$ cat src/rtl/mem_port_arbiter.sv
// -----------------------------------------------------------------------------
// mem_port_arbiter
//
// Shares the single-ported unified memory of the multi-cycle CPU between the
// CPU datapath (requester 0) and the program loader / debug port
// (requester 1). Each access is sequenced as IDLE -> ACCESS (MEM_LAT cycles)
// -> ACK (one cycle). When both requesters are pending in IDLE, the one that
// was not served last wins, so neither requester can be starved.
//
// Parameters:
//   MEM_LAT  strobe cycles before read data is sampled (legal 1..15)
//   AW       address width
//   DW       data width
//
// Ports:
//   i_clk, i_rst_n                       clock (rising edge), async active-low reset
//   i_cpu_req/we/addr/wdata              CPU request (level, held until ack)
//   o_cpu_gnt, o_cpu_ack                 CPU owns the port / one-cycle completion
//   i_ld_req/we/addr/wdata               loader request (level, held until ack)
//   o_ld_gnt, o_ld_ack                   loader owns the port / one-cycle completion
//   o_rdata                              data of the last completed read
//   o_MemRead, o_MemWrite                memory strobes (only during ACCESS)
//   o_addr, o_WriteData                  registered memory address / write data
//   i_MemData                            memory read data
//   o_busy                               high whenever the sequencer is not idle
//
// All outputs are registered: each output register is loaded from the value
// the corresponding signal must have in the next state, so outputs line up
// with the state register and drop immediately on reset.
// -----------------------------------------------------------------------------
module mem_port_arbiter #(
  parameter int MEM_LAT = 1,
  parameter int AW      = 32,
  parameter int DW      = 32
) (
  input  logic          i_clk,
  input  logic          i_rst_n,
  input  logic          i_cpu_req,
  input  logic          i_cpu_we,
  input  logic [AW-1:0] i_cpu_addr,
  input  logic [DW-1:0] i_cpu_wdata,
  output logic          o_cpu_gnt,
  output logic          o_cpu_ack,
  input  logic          i_ld_req,
  input  logic          i_ld_we,
  input  logic [AW-1:0] i_ld_addr,
  input  logic [DW-1:0] i_ld_wdata,
  output logic          o_ld_gnt,
  output logic          o_ld_ack,
  output logic [DW-1:0] o_rdata,
  output logic          o_MemRead,
  output logic          o_MemWrite,
  output logic [AW-1:0] o_addr,
  output logic [DW-1:0] o_WriteData,
  input  logic [DW-1:0] i_MemData,
  output logic          o_busy
);

  // Out-of-range latencies are clamped into the 4-bit counter range 1..15.
  localparam int       LP_LAT_CLAMP = (MEM_LAT < 1) ? 1 : ((MEM_LAT > 15) ? 15 : MEM_LAT);
  localparam logic [3:0] LP_LAT     = LP_LAT_CLAMP[3:0];

  // Owner encoding, shared by r_owner and r_last_owner.
  localparam logic OWN_CPU = 1'b0;
  localparam logic OWN_LD  = 1'b1;

  typedef enum logic [1:0] {
    ST_IDLE   = 2'd0,
    ST_ACCESS = 2'd1,
    ST_ACK    = 2'd2
  } state_t;

  // State and sequencing registers
  state_t          r_state;
  logic [3:0]      r_cnt;
  logic            r_owner;
  logic            r_last_owner;
  logic            r_we;
  logic [AW-1:0]   r_addr;
  logic [DW-1:0]   r_wdata;
  logic [DW-1:0]   r_rdata;

  // Registered outputs
  logic            r_cpu_gnt;
  logic            r_ld_gnt;
  logic            r_cpu_ack;
  logic            r_ld_ack;
  logic            r_mem_read;
  logic            r_mem_write;
  logic            r_busy;

  // Next-state values
  state_t          w_nxt_state;
  logic [3:0]      w_nxt_cnt;
  logic            w_nxt_owner;
  logic            w_nxt_last_owner;
  logic            w_nxt_we;
  logic [AW-1:0]   w_nxt_addr;
  logic [DW-1:0]   w_nxt_wdata;
  logic            w_capture;
  logic            w_win;
  logic            w_win_owner;

  // Arbitration and next-state / next-datapath logic
  always_comb begin
    w_nxt_state      = r_state;
    w_nxt_cnt        = r_cnt;
    w_nxt_owner      = r_owner;
    w_nxt_last_owner = r_last_owner;
    w_nxt_we         = r_we;
    w_nxt_addr       = r_addr;
    w_nxt_wdata      = r_wdata;
    w_capture        = 1'b0;
    w_win            = 1'b0;
    w_win_owner      = OWN_CPU;

    case (r_state)
      ST_IDLE: begin
        // A tie goes to whichever requester was not served last.
        if (i_cpu_req && i_ld_req) begin
          w_win       = 1'b1;
          w_win_owner = ~r_last_owner;
        end else if (i_cpu_req) begin
          w_win       = 1'b1;
          w_win_owner = OWN_CPU;
        end else if (i_ld_req) begin
          w_win       = 1'b1;
          w_win_owner = OWN_LD;
        end else begin
          w_win       = 1'b0;
          w_win_owner = OWN_CPU;
        end

        if (w_win) begin
          w_nxt_state = ST_ACCESS;
          w_nxt_owner = w_win_owner;
          w_nxt_cnt   = LP_LAT;
          if (w_win_owner == OWN_LD) begin
            w_nxt_we    = i_ld_we;
            w_nxt_addr  = i_ld_addr;
            w_nxt_wdata = i_ld_wdata;
          end else begin
            w_nxt_we    = i_cpu_we;
            w_nxt_addr  = i_cpu_addr;
            w_nxt_wdata = i_cpu_wdata;
          end
        end else begin
          w_nxt_state = ST_IDLE;
        end
      end

      ST_ACCESS: begin
        w_nxt_cnt = r_cnt - 4'd1;
        // "<= 1" also recovers from a corrupted zero count instead of
        // wrapping round for 15 more cycles.
        if (r_cnt <= 4'd1) begin
          w_nxt_state      = ST_ACK;
          w_nxt_last_owner = r_owner;
          w_capture        = ~r_we;
        end else begin
          w_nxt_state = ST_ACCESS;
        end
      end

      ST_ACK: begin
        w_nxt_state = ST_IDLE;
      end

      default: begin
        w_nxt_state = ST_IDLE;
      end
    endcase
  end

  // State register
  always_ff @(posedge i_clk or negedge i_rst_n) begin
    if (!i_rst_n) begin
      r_state <= ST_IDLE;
    end else begin
      r_state <= w_nxt_state;
    end
  end

  // Access bookkeeping: counter, owner, fairness bit and latched request
  always_ff @(posedge i_clk or negedge i_rst_n) begin
    if (!i_rst_n) begin
      r_cnt        <= 4'd0;
      r_owner      <= OWN_CPU;
      r_last_owner <= OWN_LD;
      r_we         <= 1'b0;
      r_addr       <= {AW{1'b0}};
      r_wdata      <= {DW{1'b0}};
    end else begin
      r_cnt        <= w_nxt_cnt;
      r_owner      <= w_nxt_owner;
      r_last_owner <= w_nxt_last_owner;
      r_we         <= w_nxt_we;
      r_addr       <= w_nxt_addr;
      r_wdata      <= w_nxt_wdata;
    end
  end

  // Read-data holding register, only updated on the last strobe cycle of a read
  always_ff @(posedge i_clk or negedge i_rst_n) begin
    if (!i_rst_n) begin
      r_rdata <= {DW{1'b0}};
    end else if (w_capture) begin
      r_rdata <= i_MemData;
    end else begin
      r_rdata <= r_rdata;
    end
  end

  // Grant, ack, strobe and busy registers, decoded from the next state
  always_ff @(posedge i_clk or negedge i_rst_n) begin
    if (!i_rst_n) begin
      r_cpu_gnt   <= 1'b0;
      r_ld_gnt    <= 1'b0;
      r_cpu_ack   <= 1'b0;
      r_ld_ack    <= 1'b0;
      r_mem_read  <= 1'b0;
      r_mem_write <= 1'b0;
      r_busy      <= 1'b0;
    end else begin
      r_cpu_gnt   <= (w_nxt_state != ST_IDLE) && (w_nxt_owner == OWN_CPU);
      r_ld_gnt    <= (w_nxt_state != ST_IDLE) && (w_nxt_owner == OWN_LD);
      r_cpu_ack   <= (w_nxt_state == ST_ACK)  && (w_nxt_owner == OWN_CPU);
      r_ld_ack    <= (w_nxt_state == ST_ACK)  && (w_nxt_owner == OWN_LD);
      r_mem_read  <= (w_nxt_state == ST_ACCESS) && !w_nxt_we;
      r_mem_write <= (w_nxt_state == ST_ACCESS) &&  w_nxt_we;
      r_busy      <= (w_nxt_state != ST_IDLE);
    end
  end

  assign o_cpu_gnt   = r_cpu_gnt;
  assign o_ld_gnt    = r_ld_gnt;
  assign o_cpu_ack   = r_cpu_ack;
  assign o_ld_ack    = r_ld_ack;
  assign o_MemRead   = r_mem_read;
  assign o_MemWrite  = r_mem_write;
  assign o_addr      = r_addr;
  assign o_WriteData = r_wdata;
  assign o_rdata     = r_rdata;
  assign o_busy      = r_busy;

endmodule

$ cat config.mk
export PLATFORM = sky130hd
export DESIGN_NAME = mem_port_arbiter
export DESIGN_NICKNAME = d
export VERILOG_FILES = /design/src/rtl/mem_port_arbiter.sv
export SDC_FILE = /design/constraint.sdc
export NUM_CORES = 1
export LEC_CHECK = 0
export CAP_MARGIN = 20
export CORE_ASPECT_RATIO = 1.4
export CORE_UTILIZATION = 44
export CTS_BUF_LIST = sky130_fd_sc_hd__clkbuf_8
export DETAILED_ROUTE_END_ITERATION = 7
export HOLD_SLACK_MARGIN = 0.15
export PLACE_DENSITY = 0.89
export SKIP_CTS_REPAIR_TIMING = 1
export SLEW_MARGIN = 30
export SYNTH_ARGS = -nofsm -noshare
export SYNTH_HDL_FRONTEND = slang
export SYNTH_SLANG_ARGS = --single-unit
$ cat constraint.sdc
create_clock -name i_clk -period 4.4 [get_ports i_clk]
set_input_delay 0.88 -clock i_clk [delete_from_list [all_inputs] [get_ports i_clk]]
set_output_delay 0.88 -clock i_clk [all_outputs]
set_load 0.03 [all_outputs]
==> implementation parameters <==
Parameter                              Value

Floorplan
  Placeable core area    11300 sq um
  Die height    129 microns
  Width of the die    92.8 microns
  Number of placement rows    46
  Initial core utilization    0.450
  Total Die Area    12000 sq um
  I/O pin cnt    269

Final layout
  Post-synthesis to final-layout area growth    57.9%
  Final instance count without filler cells    749
  Number of nets in the final layout    769
  N_diodes    0
  Share of post-route cells with drive strength above 1    0.306
  Fillers    836

Clock tree
  Number of CTS-inserted buffers    9
  Root buffer selected by CTS    clkbuf_8
  Clock-pin slew on the worst setup and hold paths    0.09 ns
  CTS Buffer Depth    2
  TritonCTS clock tree    done
  Insertion delay of the later-clocked pin in the worst-skew pair    0.36 ns
  Clock Sink Count    112
  CTS HTree Levels    3

STA
  Unrepaired setup endpoints after global routing    false
  Ratio of final minimum period to clock period    0.644
  Fin worst setup slack    1.57 ns
  Final hold slack    0.482 ns
  Setup Viol. Count Final    0
  Max Fclk    353 MHz
  Worst slew margin relative to its limit    0.398
  Slew at the pin with the worst max-slew slack    0.901 ns
  Final Hold Viols    0
  Skew final    0.0121 ns
  Final min period    2.83 ns
  Number of max-slew violations in the final report    0
  Sum Neg Setup Slack    0 ns

Power
  Worst-case vdd ir drop    0.472 mV
  Power per cell area    706 nW/um^2
  Static Leakage    3.24 nW

Detailed routing
  Number of DRC violations after detailed-routing iteration 0    64
  Initial DRT Pass Iterations    4
  Number of remaining DRC errors    0
  Routed wire length    13200 microns
  WL/cell    17.6 microns
  Residual antenna-violating net count after detailed routing    0
  Via count    3720
  Drt via density    4.97

Run
  Number of max-cap violations    0

Yosys
  Commonest register cell after synthesis    dfrtp_1
  Synthesized area per cell    15.1 sq um
  Largest area contributor in the netlist    dfrtp_1
  Distinct cells, synth    34
  Number of flops mapped to enable cells by yosys    0
  Async SR Flop Fraction    1.00
  FF+latch count, synth    112
  Number of standard cells after synthesis    335
  Post-synthesis instance area    5070 sq um
  Top cells by area, synth    dfrtp_1 (55%), mux2_2 (36%), buf_6 (1.6%), buf_2 (0.89%), dfstp_2 (0.52%)
  Part of the Yosys area used for sequential elements    0.553
  Net count of the mapped netlist    503
  Post-synth top area share    0.547
  Yosys warning total    0

Outcome
  Outcome    completed

Place
  Worst slack at placement    1.20 ns
  Last weighted congestion value of the routability-driven placer    0.848
  Dpl hpwl    10300 microns
  Count of placed standard cells including taps    734
  Number of I/O port buffers    268

GRT
  Tot GR Track Use    0.219
  Vias in the first global route    3988
  Final global-route overflow total    0
  First-pass GRT wire length    20100 microns
  Maximum number of pins on one net before global-route repair    66
  Number of antenna violations at the first check in global routing    0

Worst setup path
  Crit path max fanout    36
  Register-to-register setup slack    2.00 ns
  Data required, critical path    4.64 ns
  Start-to-end type of the worst setup path    in2reg
  Endpoint class of the critical path    flip-flop
  Arrival time of the worst setup path    3.07 ns
  Element type at the critical path start    primary input

Hold path
  Class of the most critical hold timing path    in2async
## worst max-delay path, stage by stage
cell             delay, ns
clkdlybuf4s50_1       0.60
nor2_1                0.16
nor2_4                0.73
buf_12                0.30
mux2_2                0.37
## power by group
group	switching (mW)	leakage [nW]	internal, mW
sequential	0.282	1.33	1.55
clock	0.309	0.0953	0.193
combinational	1.71	1.82	1.61
## metrics by stage
step | utilization | instance area (sq um) | power, mW
2_1_floorplan | - | 5070 | 3.82
3_3_place_gp | 0.697 | 7870 | 5.09
3_5_place_dp | 0.697 | 7870 | 5.21
4_1_cts | 0.710 | 8010 | 5.72
5_1_grt | 0.710 | 8010 | 5.93
6_report | 0.710 | 8010 | 5.65
## placed cells by master, fill, tap and decap left out, types with 2 or more instances in the layout
cell type / Yosys / layout
clkbuf_8: 0 / 9
nor2b_1: 3 / 3
nor2_1: 5 / 5
nor3_1: 3 / 3
mux2_2: 161 / 161
clkdlybuf4s50_1: 0 / 267
mux2i_1: 2 / 2
nand2_1: 2 / 2
inv_1: 3 / 8
and2_1: 3 / 3
ha_1: 2 / 2
or2_2: 2 / 2
dfrtp_1: 111 / 111
buf_4: 1 / 5
## metal layers
layer / global-route usage / vias up / wire, microns
li1: - / 1728 / -
met1: 0.236 / 1803 / 4680
met2: 0.400 / 166 / 7060
met3: 0.0651 / 23 / 1060
met4: 0.0878 / 0 / 372
met5: 0 / - / 0
## final cells by class
cell class | instances | area [sq um] | area share
Clock buffer | 9 | 124 | 0.0155
Clock inverter | 6 | 23.8 | 0.00297
Inverter | 3 | 11.3 | 0.00141
Multi-Input combinational cell | 202 | 2140 | 0.267
Sequential cell | 112 | 2800 | 0.350
Tap cell | 144 | 180 | 0.0225
Timing Repair Buffer | 273 | 2730 | 0.341
## cell families (layout without fill, tap and decap cells)
group | Yosys count | in the layout | synth area share
compound gates | 9 | 9 | 0.0133
xor+xnor | 1 | 1 | 0.00173
fa+ha+maj | 2 | 2 | 0.00493
buf+inv | 21 | 291 | 0.0291
flops | 112 | 112 | 0.553
mux | 164 | 164 | 0.363
simple gates | 26 | 26 | 0.0350
## cell usage after synthesis (2+ instances only)
cell        n
a21boi_0    2
and2_1      3
dfrtp_1   111
nor2b_1     3
nand2_1     2
ha_1        2
or2_2       2
mux2_2    161
nor2_1      5
mux2i_1     2
nor3_1      3
inv_1       3
buf_2       9
buf_6       7
## state kept, by name (all words and copies together), names as in the netlist
register / flops
o_cpu_gnt: 1
o_busy: 1
o_rdata: 32
r_last_owner: 1
o_ld_gnt: 1
r_owner: 1
r_we: 1
r_cnt: 4
o_MemRead: 1
o_ld_ack: 1
o_WriteData: 32
r_state: 2
o_addr: 32
o_MemWrite: 1
o_cpu_ack: 1
## path summary, 6_finish.rpt
path | start | to | cells past startpoint
max | i_cpu_req | o_addr[10] | 5
min | i_rst_n | o_addr[3] | 1
max reg2reg | r_state[0] | o_addr[10] | 4
min reg2reg | o_rdata[6] | o_rdata[6] | 1
max in group asynchronous | i_rst_n | o_rdata[3] | 2
min in group i_clk | o_rdata[6] | o_rdata[6] | 1
(Power assumes the default switching activity.)
